`src/rtl/boot_fetch_ctrl.sv`:
```
// Boot sequencer and instruction-SRAM arbiter for the uDLX fetch stage.
// Holds the core in boot mode, streams a loader image into SRAM, then releases the core.
module boot_fetch_ctrl #(
  parameter int                       PC_DATA_WIDTH     = 20,
  parameter int                       INSTRUCTION_WIDTH = 32,
  parameter logic [PC_DATA_WIDTH-1:0] BOOT_BASE_ADDRESS = 20'h0,
  parameter int                       COUNT_WIDTH       = 16
) (
  input  logic                         clk,
  input  logic                         rst,
  input  logic                         boot_start_in,
  input  logic [COUNT_WIDTH-1:0]       boot_length_in,
  input  logic [INSTRUCTION_WIDTH-1:0] boot_data_in,
  input  logic                         boot_valid_in,
  output logic                         boot_ready_out,
  input  logic [PC_DATA_WIDTH-1:0]     fetch_addr_in,
  output logic [PC_DATA_WIDTH-1:0]     inst_mem_addr_out,
  output logic [INSTRUCTION_WIDTH-1:0] inst_mem_data_out,
  output logic                         inst_mem_wr_en_out,
  output logic                         boot_mode_out,
  output logic                         boot_done_out,
  output logic [COUNT_WIDTH-1:0]       boot_count_out
);

  typedef enum logic [1:0] {
    ST_HOLD    = 2'b00,
    ST_LOAD    = 2'b01,
    ST_RELEASE = 2'b10,
    ST_RUN     = 2'b11
  } state_t;

  state_t                   state_r;
  state_t                   next_state_s;
  logic [COUNT_WIDTH-1:0]   count_r;
  logic [COUNT_WIDTH-1:0]   length_r;
  logic                     boot_mode_r;
  logic                     boot_done_r;
  logic                     ready_s;
  logic                     accept_s;
  logic                     load_entry_s;
  logic                     last_word_s;
  logic [PC_DATA_WIDTH-1:0] wr_addr_s;

  assign ready_s     = (state_r == ST_LOAD);
  assign accept_s    = boot_valid_in & ready_s;
  assign last_word_s = ((count_r + COUNT_WIDTH'(1'b1)) == length_r);
  // Address wraps silently modulo the PC width.
  assign wr_addr_s   = BOOT_BASE_ADDRESS + PC_DATA_WIDTH'({count_r, 2'b00});

  // Next-state decode; a start request is only honoured from HOLD or RUN.
  always_comb begin
    next_state_s = state_r;
    load_entry_s = 1'b0;
    case (state_r)
      ST_HOLD, ST_RUN: begin
        if (boot_start_in) begin
          if (boot_length_in != {COUNT_WIDTH{1'b0}}) begin
            next_state_s = ST_LOAD;
            load_entry_s = 1'b1;
          end else begin
            next_state_s = ST_RELEASE;
          end
        end else begin
          next_state_s = state_r;
        end
      end
      ST_LOAD: begin
        if (accept_s && last_word_s) begin
          next_state_s = ST_RELEASE;
        end else begin
          next_state_s = ST_LOAD;
        end
      end
      ST_RELEASE: next_state_s = ST_RUN;
      default:    next_state_s = ST_HOLD;
    endcase
  end

  // State, word counter and registered boot mode/done flags.
  always_ff @(posedge clk) begin
    if (rst) begin
      state_r     <= ST_HOLD;
      count_r     <= {COUNT_WIDTH{1'b0}};
      length_r    <= {COUNT_WIDTH{1'b0}};
      boot_mode_r <= 1'b1;
      boot_done_r <= 1'b0;
    end else begin
      state_r     <= next_state_s;
      boot_mode_r <= (next_state_s != ST_RUN);
      boot_done_r <= (next_state_s == ST_RUN);
      if (load_entry_s) begin
        count_r  <= {COUNT_WIDTH{1'b0}};
        length_r <= boot_length_in;
      end else if (accept_s) begin
        count_r  <= count_r + COUNT_WIDTH'(1'b1);
        length_r <= length_r;
      end else begin
        count_r  <= count_r;
        length_r <= length_r;
      end
    end
  end

  assign boot_ready_out     = ready_s;
  assign inst_mem_wr_en_out = accept_s;
  assign inst_mem_data_out  = boot_data_in;
  assign inst_mem_addr_out  = ready_s ? wr_addr_s : fetch_addr_in;
  assign boot_mode_out      = boot_mode_r;
  assign boot_done_out      = boot_done_r;
  assign boot_count_out     = count_r;

endmodule

```
`config.mk`:
```
export PLATFORM = sky130hd
export DESIGN_NAME = boot_fetch_ctrl
export DESIGN_NICKNAME = d
export VERILOG_FILES = /design/src/rtl/boot_fetch_ctrl.sv
export SDC_FILE = /design/constraint.sdc
export NUM_CORES = 1
export LEC_CHECK = 0
export ABC_AREA = 1
export BUFFER_PORTS_ARGS = -buffer_cell sky130_fd_sc_hd__buf_2
export CAP_MARGIN = 20
export CORE_MARGIN = 4
export CORE_UTILIZATION = 40
export DETAILED_ROUTE_END_ITERATION = 10
export GPL_ROUTABILITY_DRIVEN = 1
export PLACE_DENSITY = 0.74
export SLEW_MARGIN = 20
export SYNTH_ARGS = -nofsm -noshare
export SYNTH_HDL_FRONTEND = slang
export SYNTH_SLANG_ARGS = --single-unit
export TNS_END_PERCENT = 50
```
`constraint.sdc`:
```
create_clock -name clk -period 4.05 [get_ports clk]
set_clock_uncertainty 0.05 [all_clocks]
set_input_delay 0.81 -clock clk [delete_from_list [all_inputs] [get_ports clk]]
set_output_delay 0.81 -clock clk [all_outputs]
set_load 0.05 [all_outputs]
```
# Word-level counts from Yosys, hierarchy flattened
# Index checks and enable logic that the tools add are counted.
[word_totals]
regBits = 36
elab_cells = 26
[classes]
addsub = 1
eq_ne = 6
mux = 8
n_bitwise = 1
n_reduce_logical = 5
[op_table]
columns = ["cell", "n"]
rows = [
  ["$mux W20", 1],
  ["$add A16 B1 Y16 const B", 1],
  ["$eq A16 B16 Y1", 1],
  ["$reduce_bool A16 Y1", 1],
  ["$eq A2 B2 Y1 const B", 3],
  ["$mux W2", 3],
  ["$pmux W2 S3", 1],
  ["$reduce_or A2 Y1", 2],
  ["$mux W1", 3],
  ["$eq A2 B1 Y1 const B", 1],
  ["$logic_not A2 Y1", 1],
  ["$ne A2 B2 Y1 const B", 1],
  ["$and A1 B1 Y1", 1],
  ["$logic_and A1 B1 Y1", 1],
]

# Longest topological paths before layout
# Gate-level depths: netlist of the first run.
[depth]
depth_word = 6
depth_mapped = 17
depth_no_buf = 17

# Least setup slack after synthesis of the first run
# OpenSTA, ideal clock, no wires.
[synth_path]
kind = "register -> output"
from = "reg state_r[1]"
to = "out inst_mem_addr_out[10]"
t_arrival_ps = 2185
setup_slack_ps = 1005
stages_incl_launch_ff = 7
path_buffers = 2
cell_sequence = "dfxtp_1 -> inv_1 -> ha_1 -> buf_4 -> clkbuf_1 -> nor2_1 -> a21oi_1"
[synth_via]
elab_chain_cells = 2
[synth_rtl]
columns = ["item", "line_no", "text"]
rows = [
  ["from (decl)", "32", "state_t state_r;"],
  ["from (signal assigned)", "88", "state_r <= next_state_s;"],
  ["$eq A2 B1 Y1", "44", "assign ready_s = (state_r == ST_LOAD);"],
  ["via boot_ready_out", "15", "output logic boot_ready_out,"],
  ["$mux W20", "107", "assign inst_mem_addr_out = ready_s ? wr_addr_s : fetch_addr_in;"],
  ["to (decl)", "17", "output logic [PC_DATA_WIDTH-1:0] inst_mem_addr_out,"],
]
# The timed path passes the listed nets, and every way through them passes these cells.

# Worst setup path after layout of the first run
[layout_path]
from = "reg state_r[1]"
to = "out inst_mem_wr_en_out"
[layout_via]
elab_chain_cells = 2
[layout_rtl]
columns = ["item", "line_no", "text"]
rows = [
  ["$eq A2 B1 Y1", "44", ""],
  ["$and A1 B1 Y1", "45", "assign accept_s = boot_valid_in & ready_s;"],
  ["to (decl)", "19", "output logic inst_mem_wr_en_out,"],
]
# No other way between the ends.

==> results of run 1 <==
==> cell type report <==
type / instances / area share, %
Timing Repair Buffer: 81 / 14.5
Clock inverter: 2 / 0.531
Sequential cell: 36 / 25.5
Tap cell: 75 / 3.32
Clock buffer: 6 / 2.92
Multi-Input combinational cell: 277 / 47.8
Inverter: 41 / 5.44
==> per-stage QoR <==
step                hold WS (ps)  area (um2)  setup WS (ps)  cells  utilization (%)
floorplan                    394        2510           1010    397                -
global placement             410        2730           1170    510             45.3
global route                 459        2830            936    518             46.9
finish                       428        2830           1060    518             46.9
CTS                          432        2830           1080    518             46.9
detailed placement           421        2730           1130    510             45.3
==> power groups by stage <==
stage               sequential (mW)  clock, mW  combinational (mW)
floorplan                     0.509          0               0.845
global placement              0.484          0               0.992
detailed placement            0.487          0                1.00
CTS                           0.479      0.279                1.01
global route                  0.488      0.296                1.09
finish                        0.480      0.277                1.00
==> critical path: stages, from the launching register on <==
cell,delay (ps)
dfxtp_1,370
inv_1,50
ha_1,220
nand2_2,280
clkinv_1,510
buf_2,390
==> path summary, 6_finish.rpt <==
check                  endpoint  slack [ps]  cells after the start
min reg2reg        length_r[10]         430                      2
max reg2reg       boot_mode_out        1560                     16
max          inst_mem_wr_en_out        1060                      5
min                length_r[10]         430                      2
==> state kept, by name, summed over array words and instances (netlist names) <==
signal,cells
boot_count_out,16
boot_done_out,1
boot_mode_out,1
length_r,16
state_r,2
==> placed cells by master, fill, tap and decap left out, types with 3 or more instances in the layout <==
cell      count
a211oi_1      3
a21oi_1      41
buf_2        79
clkbuf_8      6
dfxtp_1      36
ha_1          3
inv_1        38
nand2_1      88
nand2_2       4
nand3_1      36
nand3b_1      3
nand4_1       8
nor2_1       54
nor2_4        4
nor3_1        3
nor4_1        4
o21ai_0      16
xor2_1        3
==> cells by family (layout without fill, tap and decap cells) <==
logic type	after synthesis	after routing	synth area share (%)
multiplexers	1	1	0.448
AO/OA/AOI/OAI	62	62	12.9
buffers and inverters	84	130	17.5
adder cells (fa/ha/maj)	3	3	1.49
XOR/XNOR	5	5	2.84
flip-flops	36	36	28.7
AND/OR/NAND/NOR	206	206	36.1
==> metal layers <==
metal  vias to the layer above  track usage (%)  routed length [um]
met5                         -                0                   0
met4                         0             6.97                 155
met3                        17             3.50                 755
met2                       131             27.9                2950
met1                      1143             25.2                3060
li1                       1345                -                   -
==> out/results.txt, run 1 <==
Clock transition at path regs: 80 ps
std cell rows: 28
Initial Utilization: 41.7%
PD cells: 622 nW/um2
die width: 87.3 um
Peak Freq: 334 MHz
post-synth top area share: 28.7%
share of cells above drive strength 1: 23.0%
Worst-Margin Slew: 641 ps
kind of critical path: reg2out
root cell of the clock tree: clkbuf_8
max_slew headroom: 57.1%
postcts setup bufs: 0
Post-CTS Hold Buffers: 0
Avg Cell Area, Syn: 6.33 um2
Slew Viols, Final: 0
via/cell ratio: 5.09
Comb power frac: 57.0%
Leak: 1.27 nW
crit-path max FO: 18
final net count: 517
DRC: 0
final setup fails: 0
via count: 2636
synthesis-stage register bit count: 36
Die Y: 87.3 um
GP Congestion: 0.836
ranking of synthesized cells by area: dfxtp_1 (29%), nand2_1 (13%), buf_4 (9.9%), a21oi_1 (8.2%), nor2_1 (8.1%)
Routed Wire Length: 6.92 mm
sw frac: 53.2%
max_cap viols: 0
EDFF count, synth: 0
Crit path arrival time: 2130 ps
Switching Power: 0.936 mW
post-synth cell types: 26
TritonCTS clock tree: done
first-pass detailed-route iteration total: 4
most frequent cell after synthesis: nand2_1
Clock Latency Late Sink: 290 ps
synthesized cell area: 2510 um2
Flop pwr share: 27.3%
die area: 7620 um2
vias in the first global route: 2265
Internal Power: 0.824 mW
Antenna Nets Post-Route: 0
HPWL after detailed placement: 5.42 mm
final antenna diode count: 0
hold_sp: length_r[10]
crit start category: flip-flop
deepest level of the CTS H-tree: 2
Req. time, crit path: 3190 ps
largest net degree at the start of global routing: 38
first-pass GRT wire length: 11.0 mm
FF+latch area: 721 um2
final hold violations: 0
RSZ-0062 raised after global routing: no
Synth-to-Final Area Change: 12.5%
setup tns final: 0 ps
total CTS buffers: 5
CTS-repair resized insts: 0
Crit. Startpoint: state_r[1]
worst vdd ir: 0.000355 V
Longest Clk Path Bufs: 2
clock share of power: 15.7%
total power: 1.76 mW
min Tclk post-route: 2990 ps
run status: finished, final reports clean
Async S/R FF share, synth: 0%
total track usage: 18.2%
HP Class: reg2reg
wire per inst: 13.4 um
GRT overflow: 0
Post-synth top cells: nand2_1 (88), nor2_1 (54), a21oi_1 (41), inv_1 (38)
net count after synthesis: 472
fillers: 637
Ports: 144
CP endpoint kind: output port
cells after synthesis: 397
clock sink total: 36
Port Buf Inserts: 79
area of the multi-input gates: 1350 um2
Top FF cell, synth: dfxtp_1
initial antenna violation count: 0
sequential share of the synthesized area: 28.7%
area leader, netlist: dfxtp_1
Synthesis Warnings: 0
fin crit share: 73.8%
worst r2r src: state_r[1]
core area: 6030 um2
DR iter-0 viols: 222
Power figures use the tool's default switching activity.
==> run 2: changes to the inputs <==
--- a/config.mk
+++ b/config.mk
@@ -12,7 +12,7 @@
 export CORE_UTILIZATION = 40
 export DETAILED_ROUTE_END_ITERATION = 10
 export GPL_ROUTABILITY_DRIVEN = 1
-export PLACE_DENSITY = 0.74
+export PLACE_DENSITY = 0.77
 export SLEW_MARGIN = 20
 export SYNTH_ARGS = -nofsm -noshare
 export SYNTH_HDL_FRONTEND = slang
==> constraint.sdc (replaced) <==
create_clock -name clk -period 2.5 [get_ports clk]
set_clock_uncertainty 0.05 [all_clocks]
set_input_delay 0.5 -clock clk [delete_from_list [all_inputs] [get_ports clk]]
set_output_delay 0.5 -clock clk [all_outputs]
set_load 0.05 [all_outputs]
==> out/results.txt, run 2 (same netlist as run 1, synthesis figures left out) <==
deepest level of the CTS H-tree: 2
Switching Power: 1.53 mW
reg-to-reg slack, setup: 310 ps
DRC: 0
pre-CTS setup slack: 322 ps
Peak Freq: 430 MHz
root cell of the clock tree: clkbuf_8
most common cell after layout, fill and taps aside: nand2_1
largest net degree at the start of global routing: 36
RSZ-0062 raised after global routing: no
total CTS buffers: 5
CP endpoint kind: output port
Ports: 144
DR iter-0 viols: 237
crit start category: flip-flop
Req. time, crit path: 1950 ps
met3 usage: 5.30%
Port Buf Inserts: 79
Comb power frac: 56.2%
PD cells: 1030 nW/um2
worst vdd ir: 0.000635 V
via/cell ratio: 5.11
via count: 2665
HP Class: in2reg
Leak: 1.31 nW
layer with the highest usage: met2
first-pass GRT wire length: 10.8 mm
share of cells above drive strength 1: 24.6%
Clock Latency Late Sink: 300 ps
Slew Viols, Final: 0
final worst setup slack: 175 ps
R2R cell count: 14
WP buf/inv: 3
area of the multi-input gates: 1370 um2
run status: finished, final reports clean
Internal Power: 1.44 mW
HPWL after detailed placement: 5.61 mm
Initial Utilization: 41.7%
Antenna Nets Post-Route: 0
CP max stage cell: mux2_2
kind of critical path: reg2out
Clock transition at path regs: 80 ps
CP cell instances: inv_1 -> ha_1 -> buf_6 -> mux2_2 -> buf_2
FF+latch area: 721 um2
GR met1 Demand/Resource: 24.7%
fin crit share: 93.0%
std cell rows: 28
clock sink total: 36
Die Y: 87.3 um
clock share of power: 17.6%
GP Congestion: 0.906
dpl cells: 514
min Tclk post-route: 2320 ps
total track usage: 18.0%
Crit path arrival time: 1770 ps
final antenna diode count: 0
delay-heaviest family, CP: buffers and inverters
wire per inst: 13.5 um
crit-path max FO: 35
worst stage delay on the critical path: 360 ps
Finished Layout Cells: 522
Post-CTS Hold Buffers: 0
max_slew headroom: 75.7%
worst r2r dst: boot_done_out
vias in the first global route: 2227
Worst-Margin Slew: 363 ps
final net count: 521
die width: 87.3 um
Synth-to-Final Area Change: 15.0%
WHS Path Cells: 2
max_cap viols: 0
Routed Wire Length: 7.03 mm
first-pass detailed-route iteration total: 5
hold_sp: rst
GRT overflow: 0
sw frac: 51.5%
core area: 6030 um2
fillers: 651
commonest non-fill, non-tap cells in the layout: nand2_1 (88), buf_2 (79), nor2_1 (54)
die area: 7620 um2
initial antenna violation count: 0
worst r2r src: boot_count_out[0]
TritonCTS clock tree: done
hold worst-path end: state_r[0]
met2 GRT Util: 27.2%
final setup fails: 0
Flop pwr share: 26.2%
final hold violations: 0
Longest Clk Path Bufs: 2
## run 2: cell types whose count changed in the layout (fill, tap and decap cells not counted)
cell,delta
buf_4,+3
clkinvlp_4,-2
clkinv_2,+1
a21oi_1,-5
clkbuf_1,+1
a21oi_2,+5
buf_6,+1
clkbuf_8,-1
bufinv_16,+1
## run 2: how the worst max path moves through the flow
stage | cells after the start | startpoint | slack, ps | end
6_report | 5 | state_r[1] | 180 | inst_mem_addr_out[3]
3_3_place_gp | 14 | boot_count_out[0] | 400 | boot_done_out
3_5_place_dp | 14 | boot_count_out[0] | 320 | boot_done_out
2_1_floorplan | 6 | state_r[1] | -230 | inst_mem_addr_out[10]
4_1_cts | 5 | state_r[1] | 90 | inst_mem_addr_out[3]
5_1_grt | 5 | state_r[1] | 60 | inst_mem_addr_out[3]
## run 2: per-layer routing
metal | vias to the layer above | wire [um]
li1 | 1355 | -
met3 | 14 | 787
met1 | 1150 | 3170
met5 | - | 0
met4 | 0 | 121
met2 | 146 | 2950
## run 2: through the flow
stage	TNS [ps]	power [mW]	cell area (um2)	utilization (%)	hold WS (ps)
final	0	2.97	2890	48.0	336
after detailed placement	0	2.46	2780	46.1	425
after global placement	0	2.43	2780	46.1	413
after CTS	0	2.98	2890	47.9	332
after floorplan	-1530	2.22	2530	-	394
after global routing	0	3.15	2890	48.0	335
## run 2: layout make-up
cell class,count,share of cell area (%)
Timing Repair Buffer,85,15.4
Inverter,41,5.32
Tap cell,75,3.25
Multi-Input combinational cell,277,47.4
Clock inverter,2,1.21
Clock buffer,6,2.51
Sequential cell,36,24.9
## run 2: repair_timing
item                                    CTS  global route
buffers inserted                          0             0
endpoints found under the setup margin    0             1
resized for setup                         0             1
## run 2: power by group through the flow
stage / sequential [mW] / combinational [mW] / clock [mW]
floorplan: 0.825 / 1.39 / 0
global placement: 0.786 / 1.65 / 0
detailed placement: 0.788 / 1.67 / 0
CTS: 0.776 / 1.67 / 0.525
global route: 0.790 / 1.81 / 0.552
finish: 0.779 / 1.67 / 0.522
## run 2: worst reg2reg max path, cell delays in order, from the launching register on
cell     delay, ps
dfxtp_1        430
ha_1           240
nand2_1        140
nor2_4         220
nand3_1        150
nand3_1        120
nand2_1         50
nor2_1          90
nand2_1         80
nor3_1         160
nand2_1         90
nand2_1         60
nand2_1         60
nand2_2         70
a21oi_1         70
==> run 3: changes to the inputs <==
--- a/config.mk
+++ b/config.mk
@@ -13,6 +13,7 @@
 export DETAILED_ROUTE_END_ITERATION = 10
 export GPL_ROUTABILITY_DRIVEN = 1
 export PLACE_DENSITY = 0.77
+export REMOVE_ABC_BUFFERS = 1
 export SLEW_MARGIN = 20
 export SYNTH_ARGS = -nofsm -noshare
 export SYNTH_HDL_FRONTEND = slang
==> out/results.txt, run 3 (same netlist as run 1, synthesis figures left out) <==
hold_sp: rst
delay-heaviest family, CP: buffers and inverters
share of cells above drive strength 1: 24.1%
max_slew headroom: 71.9%
final net count: 522
max_cap viols: 0
final hold violations: 0
Die Y: 87.3 um
fin crit share: 94.1%
vias in the first global route: 2410
HPWL after detailed placement: 6.27 mm
total power: 2.96 mW
HP Class: in2reg
deepest level of the CTS H-tree: 2
worst stage delay on the critical path: 360 ps
Crit. Startpoint: state_r[1]
kind of critical path: reg2out
CP max stage cell: mux2_2
Ports: 144
total track usage: 20.2%
fin area: 2880 um2
root cell of the clock tree: clkbuf_8
run status: finished, final reports clean
crit start category: flip-flop
area post-placement: 2770 um2
via/cell ratio: 5.06
reg-to-reg slack, setup: 360 ps
die width: 87.3 um
Peak Freq: 425 MHz
pre-CTS setup slack: 353 ps
min Tclk post-route: 2350 ps
worst r2r dst: boot_done_out
fillers: 657
CTS-repair resized insts: 0
final antenna diode count: 0
die area: 7620 um2
Crit path arrival time: 1800 ps
R2R cell count: 16
std cell rows: 28
TritonCTS clock tree: done
Finished Layout Cells: 523
wire per inst: 14.8 um
worst vdd ir: 0.000395 V
first-pass detailed-route iteration total: 4
worst r2r src: boot_count_out[1]
Clock transition at path regs: 80 ps
CP cell instances: inv_1 -> ha_1 -> buf_4 -> mux2_2 -> buf_2
Synth-to-Final Area Change: 14.6%
first-pass GRT wire length: 11.7 mm
most common cell after layout, fill and taps aside: nand2_1
Worst-Margin Slew: 417 ps
crit-path max FO: 30
DR iter-0 viols: 217
Antenna Nets Post-Route: 0
commonest non-fill, non-tap cells in the layout: nand2_1 (88), buf_2 (79), nor2_1 (54)
dpl cells: 515
Final Core Density: 47.8%
WP buf/inv: 3
initial antenna violation count: 0
CP endpoint: inst_mem_addr_out[3]
Initial Utilization: 41.7%
postcts setup bufs: 0
final worst setup slack: 149 ps
GP Congestion: 0.870
largest net degree at the start of global routing: 31
final setup fails: 0
Clock Latency Late Sink: 290 ps
CP endpoint kind: output port
PD cells: 1030 nW/um2
total CTS buffers: 5
Leak: 1.31 nW
Post-CTS Hold Buffers: 0
Req. time, crit path: 1950 ps
Port Buf Inserts: 79
core area: 6030 um2
DRC: 0
Routed Wire Length: 7.74 mm
Longest Clk Path Bufs: 2
Worst path depth: 5
GRT overflow: 0
RSZ-0062 raised after global routing: no
Slew Viols, Final: 0
clock sink total: 36
via count: 2648
==> run 3: cell types whose count changed in the layout (fill, tap and decap cells not counted) <==
| cell | before | now |
|---|---|---|
| buf_4 | 5 | 7 |
| a21oi_2 | 5 | 0 |
| buf_6 | 1 | 0 |
| clkbuf_1 | 1 | 0 |
| clkinvlp_4 | 0 | 1 |
| dfxtp_2 | 0 | 1 |
| a21oi_1 | 36 | 41 |
| dfxtp_1 | 36 | 35 |
==> run 3: final cells by class <==
type | instances | area (um2) | share of cell area, %
clock buffers | 5 | 68.8 | 2.39
clock inverters | 3 | 42.5 | 1.48
inverters | 41 | 154 | 5.34
multi-input cells | 277 | 1350 | 46.9
flip-flops and latches | 36 | 722 | 25.1
well taps | 75 | 93.8 | 3.26
repair buffers | 86 | 448 | 15.5
==> run 3: how the worst min path moves through the flow <==
| stage | slack, ps | to | cells after the start |
|---|---|---|---|
| final | 350 | state_r[0] | 2 |
| after global routing | 360 | state_r[0] | 2 |
| after CTS | 350 | state_r[0] | 2 |
| after detailed placement | 410 | length_r[9] | 2 |
| after global placement | 410 | length_r[9] | 2 |
| after floorplan | 390 | length_r[10] | 2 |
==> run 3: metal layers <==
layer | vias up | global-route usage (%) | routed length, um
met1 | 1168 | 27.4 | 3610
li1 | 1352 | - | -
met5 | - | 4.20 | 36
met4 | 2 | 4.74 | 76
met3 | 11 | 9.27 | 909
met2 | 115 | 28.7 | 3110
==> run 3: through the flow <==
step	setup TNS, ps	hold slack (ps)
2_1_floorplan	-12700	395
3_3_place_gp	0	411
3_5_place_dp	0	412
4_1_cts	0	349
5_1_grt	0	358
6_report	0	353
==> run 3: worst reg2reg max path, cell delays in order (launching register included) <==
cell and delay [ps]:
dfxtp_1 400, ha_1 240, nand2_1 140, nor2_4 220
nand3_1 100, nand2_1 90, nand2_1 80, nand2_1 70
nand2_1 50, nor2_1 80, nand2_1 70, nor2_1 90
nand2_1 90, nand2_1 70, nand2_1 60, nand2_2 70
a21oi_1 60
==> run 3: report_power, final <==
group	internal, mW	switching, mW
Combinational	0.453	1.21
Sequential	0.695	0.0818
Clock	0.295	0.228
